--- config.mk ---
export PLATFORM = sky130hd
export DESIGN_NAME = intf_array_rr_arbiter
export DESIGN_NICKNAME = d
export VERILOG_FILES = /design/src/rtl/intf_array_rr_arbiter.sv
export SDC_FILE = /design/constraint.sdc
export NUM_CORES = 1
export LEC_CHECK = 0
export CORE_AREA = 2 2 39 41
export CTS_CLUSTER_DIAMETER = 60
export DETAILED_ROUTE_END_ITERATION = 12
export DIE_AREA = 0 0 41 43
export DONT_BUFFER_PORTS = 1
export HOLD_SLACK_MARGIN = 0.15
export RECOVER_POWER = 25
export SETUP_SLACK_MARGIN = 0.15
export SYNTH_ARGS = -nofsm -noshare
export SYNTH_HDL_FRONTEND = slang
export SYNTH_SLANG_ARGS = --single-unit
export TNS_END_PERCENT = 50
--- constraint.sdc ---
create_clock -name clk -period 3 [get_ports clk]
set_input_delay 0.6 -clock clk [delete_from_list [all_inputs] [get_ports clk]]
set_output_delay 0.6 -clock clk [all_outputs]
set_load 0.02 [all_outputs]
--- src/rtl/intf_array_rr_arbiter.sv ---
// Round-robin arbiter for an interface-instance array: registered one-hot grant plus index,
// bounded hold time and a one-cycle idle gap between consecutive owners.
module intf_array_rr_arbiter #(
    parameter  int unsigned NUM_REQ  = 2,
    parameter  int unsigned MAX_HOLD = 8,
    localparam int unsigned IDX_W    = $clog2(NUM_REQ),
    localparam int unsigned CNT_W    = $clog2(MAX_HOLD + 1)
) (
    input  logic               clk,
    input  logic               rst_n,
    input  logic [NUM_REQ-1:0] req,
    input  logic [NUM_REQ-1:0] done,
    output logic [NUM_REQ-1:0] grant,
    output logic [IDX_W-1:0]   grant_idx,
    output logic               busy,
    output logic               timeout
);

    localparam logic [1:0] S_IDLE = 2'd0;
    localparam logic [1:0] S_OWN  = 2'd1;
    localparam logic [1:0] S_GAP  = 2'd2;

    logic [1:0]         state, state_d;
    logic [NUM_REQ-1:0] grant_d;
    logic [IDX_W-1:0]   grant_idx_d;
    logic               busy_d;
    logic               timeout_d;
    logic [CNT_W-1:0]   hold_cnt, hold_cnt_d;
    logic [IDX_W-1:0]   last, last_d;

    logic               found;
    logic [IDX_W-1:0]   win;
    logic [IDX_W-1:0]   cand;

    // Winner: first requester at or after last+1, wrapping modulo NUM_REQ.
    always_comb begin
        found = 1'b0;
        win   = '0;
        cand  = '0;
        for (int unsigned k = 1; k <= NUM_REQ; k++) begin
            cand = IDX_W'((32'(last) + k) % NUM_REQ);
            if (!found && req[cand]) begin
                found = 1'b1;
                win   = cand;
            end
        end
    end

    always_comb begin
        state_d     = state;
        grant_d     = grant;
        grant_idx_d = grant_idx;
        busy_d      = busy;
        timeout_d   = 1'b0;
        hold_cnt_d  = hold_cnt;
        last_d      = last;
        case (state)
            S_IDLE: begin
                if (found) begin
                    state_d     = S_OWN;
                    grant_d     = NUM_REQ'(1) << win;
                    grant_idx_d = win;
                    last_d      = win;
                    hold_cnt_d  = CNT_W'(1);
                    busy_d      = 1'b1;
                end
            end
            S_OWN: begin
                // Voluntary release wins over a simultaneous hold-limit revoke.
                if (done[grant_idx] || !req[grant_idx]) begin
                    state_d = S_GAP;
                    grant_d = '0;
                    busy_d  = 1'b0;
                end else if (hold_cnt == CNT_W'(MAX_HOLD)) begin
                    state_d   = S_GAP;
                    grant_d   = '0;
                    busy_d    = 1'b0;
                    timeout_d = 1'b1;
                end else begin
                    hold_cnt_d = hold_cnt + CNT_W'(1);
                end
            end
            S_GAP: begin
                state_d = S_IDLE;
                grant_d = '0;
                busy_d  = 1'b0;
            end
            default: begin
                state_d = S_IDLE;
                grant_d = '0;
                busy_d  = 1'b0;
            end
        endcase
    end

    always_ff @(posedge clk or negedge rst_n) begin
        if (!rst_n) begin
            state     <= S_IDLE;
            grant     <= '0;
            grant_idx <= '0;
            busy      <= 1'b0;
            timeout   <= 1'b0;
            hold_cnt  <= '0;
            last      <= IDX_W'(NUM_REQ - 1);
        end else begin
            state     <= state_d;
            grant     <= grant_d;
            grant_idx <= grant_idx_d;
            busy      <= busy_d;
            timeout   <= timeout_d;
            hold_cnt  <= hold_cnt_d;
            last      <= last_d;
        end
    end

endmodule

Word level (Yosys, flattened, before mapping)
Index checks and enable logic that the tools add are counted.
{ "totals": {"input_bits": 6, "romBits": 0, "ram_bits": 0, "regBits": 12, "elab_cells": 60, "mem_count": 0, "latchBits": 0} }
{ "op_classes": {"mux": 31, "reduce_logical": 9, "n_mul": 0, "eq_ne": 6, "n_div": 0, "n_lt_le_gt_ge": 3, "bitwise": 0, "n_shift": 1, "addsub": 3} }
{ "ops": {"columns": ["operator", "n"], "rows": [
  ["1-bit two-way mux", 18],
  ["2-bit two-way mux", 6],
  ["4-bit two-way mux", 3],
  ["2-bit case mux with 2 select lines", 2],
  ["4-bit case mux with 2 select lines", 1],
  ["1-bit by 2-bit less-than comparator with 1-bit output (second input constant)", 3],
  ["2-bit inequality test (second input constant)", 3],
  ["4-bit by 1-bit adder with 4-bit output (second input constant)", 1],
  ["4-bit equality test (second input constant)", 1],
  ["2-bit AND reduction", 2],
  ["4-bit AND reduction", 1],
  ["3-bit inequality test (second input constant)", 1],
  ["1-bit adder (second input constant)", 2],
  ["2-bit by 1-bit equality test with 1-bit output (second input constant)", 1],
  ["1-bit zero test", 2],
  ["2-bit zero test", 1],
  ["1-bit case mux with 2 select lines", 1],
  ["2-bit nonzero test", 1],
  ["1-bit by 1-bit left shift with 2-bit output (first input constant)", 1],
  ["1-bit logical AND", 1],
  ["1-bit logical OR", 1]
]} }

Depth between registers and ports, before layout
{ "logic_depth": {"ltp_word": 10, "ltp_mapped": 5} }

Least setup slack after synthesis
OpenSTA, ideal clock, no wires.
{ "synth_timing": {"kind": "input-to-reg", "startpoint": "input req[1]", "endpoint": "register hold_cnt[1]", "setup_time_ns": 0.125, "t_arrival_ns": 1.346, "slack_ns": 1.529, "required_ns": 2.875, "path_stages": 3, "path_cell_list": "and3b_1 o211ai_2 mux2_4"} }
{ "synth_between": {"elab_chain_len": 8, "word_cells_on_any_way": 15, "cone_classes": "eq/ne: 2; mux: 8; reduce/logical: 5"} }
{ "synth_rtl": {"columns": ["item", "line", "rtl"], "rows": [
  ["start: declaration", "11", "input logic [NUM_REQ-1:0] req,"],
  ["1-bit two-way mux (implied by the code) (2 in series)", "42", "if (!found && req[cand]) begin"],
  ["1-bit two-way mux", "42", null],
  ["1-bit zero test", "42", null],
  ["1-bit logical AND", "42", null],
  ["1-bit two-way mux", "42", null],
  ["2-bit inequality test (no source line)", null, null],
  ["4-bit AND reduction (no source line) *", null, null],
  ["end signal: assignment", "111", "hold_cnt <= hold_cnt_d;"],
  ["end: declaration", "28", "logic [CNT_W-1:0] hold_cnt, hold_cnt_d;"]
]} }
Every way passes the cells marked *; elsewhere a longest branch is shown, timed or not. The select of a mux whose other input is x is not followed.
A chain may end at the register's enable or synchronous reset.

==> run_results.csv <==
group,metric,value,unit
yosys,synth.area.top_cells,"dfrtp_1 42%, dfstp_2 4.4%, ha_1 4.2%",
yosys,yosysTopAreaCellShare,42.1,%
global_route,grt_max_degree,11,
clock_tree,cts_root_buffer,"clkbuf_4",
clock_tree,cts.reportedPaths.clkPinSlew,70,ps
yosys,synth_warnings,0,
setup_path,worstSetupEndpointType,"flip-flop",
pwr,p_leak,0.000309,µW
timing,setup_viol,0,
route,drc,0,
timing,drv_slew,0,
final_layout,fillers,128,
hold_path,hold_path_class,"in -> reg",
yosys,yosys.area_share.xor_xnor,0,%
die,rows,14,
yosys,synth-edff-count,0,
setup_path,path_class,"reg -> reg",
route,wl_per_cell,14.2,µm
placed_design,post-dp-hpwl,759,µm
yosys,seq_area_frac_synth,46.5,%
die,die-width,41,µm
final_layout,final_nets,68,
setup_path,worst_setup_path_start_kind,"flip-flop",
yosys,avgSynthCellArea,11.0,µm²
setup_path,arrival,1790,ps
run,maxCapViolations,0,
run_status,status,"complete, no violations",
timing,holdWs,389,ps
die,die_h,43,µm
final_layout,fin_cells,75,
timing,max_freq,0.612,GHz
final_layout,area_growth,10.3,%
route,via_per_inst,5.72,
timing,rsz0062_at_grt,"no",
yosys,yosys_register_bits,11,
pwr,ir_drop,425,µV
route,postRouteWirelength,1060,µm
clock_tree,cts.repair.resized,0,
yosys,async_reset_ff_share,100,%
hold_path,holdCritStartpoint,"req[0]",
clock_tree,clock_path_buffers,2,
yosys,synthFlopType,"dfrtp_1",
final_layout,layout_commonest_cell,"dfrtp_1",
route,antenna_left,0,
die,coreArea,0.00138,mm²
global_route,grt_util_all_layers,14.7,%
final_layout,layout-drive-gt1-share,16.9,%
yosys,netlist_area,594,µm²
route,drt_iter0_markers,7,
timing,tightest_slew,504,ps
final_layout,final_util,47.4,%
clock_tree,numCtsBuffers,3,
placed_design,pre_cts_ws,1370,ps
yosys,synthAdderAreaFrac,4.21,%
timing,hold_violations,0,
hold_path,whs_path_depth,1,
yosys,synth_cells,54,
clock_tree,cts_tree,"yes",
route,dr_total_vias,429,
timing,max_slew_margin,66.3,%
placed_design,port_buffers,0,
setup_path,reg2reg_depth,3,
die,start_util,42.9,%
timing,timing.setup.tns,0,ps
clock_tree,clock_latency,270,ps
yosys,synth_top_family_by_area,"compound AO/OA/AOI/OAI gates",
placed_design,place.gp.congestion,0.778,
timing,fin_crit_sh,54.4,%
die,io_pins,11,
yosys,synth_top_cell_by_area,"dfrtp_1",
timing,fin_crit,1630,ps
setup_path,r2r_end,"hold_cnt[1]",
yosys,synth-simple-area-share,17.5,%
setup_path,ff2ff_setup_slack,1370,ps
die,dieArea,0.00176,mm²
pwr,power_density,868,mW/mm²
setup_path,worstPathMaxFanout,8,
yosys,muxShareOfSynthArea,5.89,%
route,firstDrtPassIters,2,
global_route,antenna_found_initial,0,
timing,finalWorstSetupSlack,1370,ps
final_layout,layout_common_cells,"10 x dfrtp_1, 4 x nor2b_1, 4 x a21oi_1",
timing,skew,4.73,ps
placed_design,dp.cells,69,
setup_path,worstPathRequired,3150,ps
global_route,grt_overflow,0,
yosys,synth_fp_nets,62,
global_route,grt_pass1_wl,1670,µm
yosys,synth_compound_area_share,23.2,%
setup_path,rr_startpoint,"busy",
clock_tree,cts_max_level,1,
final_layout,insertedDiodeCount,0,
hold_path,worst_hold_path.endpoint,"last",
clock_tree,cts.sinks,11,
yosys,synthDistinctLibCells,28,
global_route,grt_pass1_vias,394,
## cell families after synthesis
logic type | count (synthesis)
fa+ha+maj | 2
mux | 3
buf+inv | 4
compound gates | 19
flops | 11
simple gates | 15
## metal layers
layer,GRT usage (%),part of all wire [%],vias up
li1,-,-,209
met1,18.7,46,209
met2,20.0,45,11
met3,9.95,8.2,0
met4,4.00,0,0
met5,0,0,-
## worst max-delay path, cell delays in order, from the launching register on
cell and delay, ps:
dfrtp_1 490, nor2b_1 480, o211ai_2 220, mux2_4 330
## where the power goes
group          internal [µW]  total [µW]  switching [µW]
clock                   51.5         101            49.6
combinational           85.3         179            93.3
sequential               205         289            84.7
## synth_stat cells (2+ instances only)
| cell | instances |
|---|---|
| a32o_1 | 2 |
| a31oi_1 | 2 |
| o21ai_0 | 3 |
| mux2i_1 | 2 |
| ha_1 | 2 |
| nor2_1 | 3 |
| or2_2 | 2 |
| a21oi_1 | 4 |
| nor2b_1 | 4 |
| inv_1 | 3 |
| dfrtp_1 | 10 |
## final cells by class
cell class              count  area [µm²]  area share (%)
multi-input cells          39         302            46.0
clock buffers               4        26.3            4.01
inverters                   3        11.3            1.72
well taps                  16        20.0            3.05
repair buffers              2        20.0            3.05
flip-flops and latches     11         277            42.2
## worst max path at each step
stage                             end  cells past startpoint  startpoint
after floorplan           hold_cnt[1]                      3      req[1]
after global routing      hold_cnt[1]                      3        busy
after CTS                 hold_cnt[1]                      3        busy
after detailed placement  hold_cnt[1]                      3        busy
final                     hold_cnt[1]                      3        busy
after global placement    hold_cnt[1]                      3        busy
## sequential cells by signal, summed over array words and instances (netlist names)
signal,flops
timeout,1
busy,1
grant,2
state,1
hold_cnt,4
grant_idx,1
last,1
## stage by stage
stage,instance area (µm²),total power (µW)
5_1_grt,656,614
2_1_floorplan,594,435
6_report,656,569
4_1_cts,646,574
3_5_place_dp,609,467
3_3_place_gp,609,468
## what timing repair did
action                                 CTS  global route
hold buffers                             1             1
setup buffers                            0             0
endpoints found under the hold margin   10             1
Note: power is estimated with default switching activity, not from simulation.
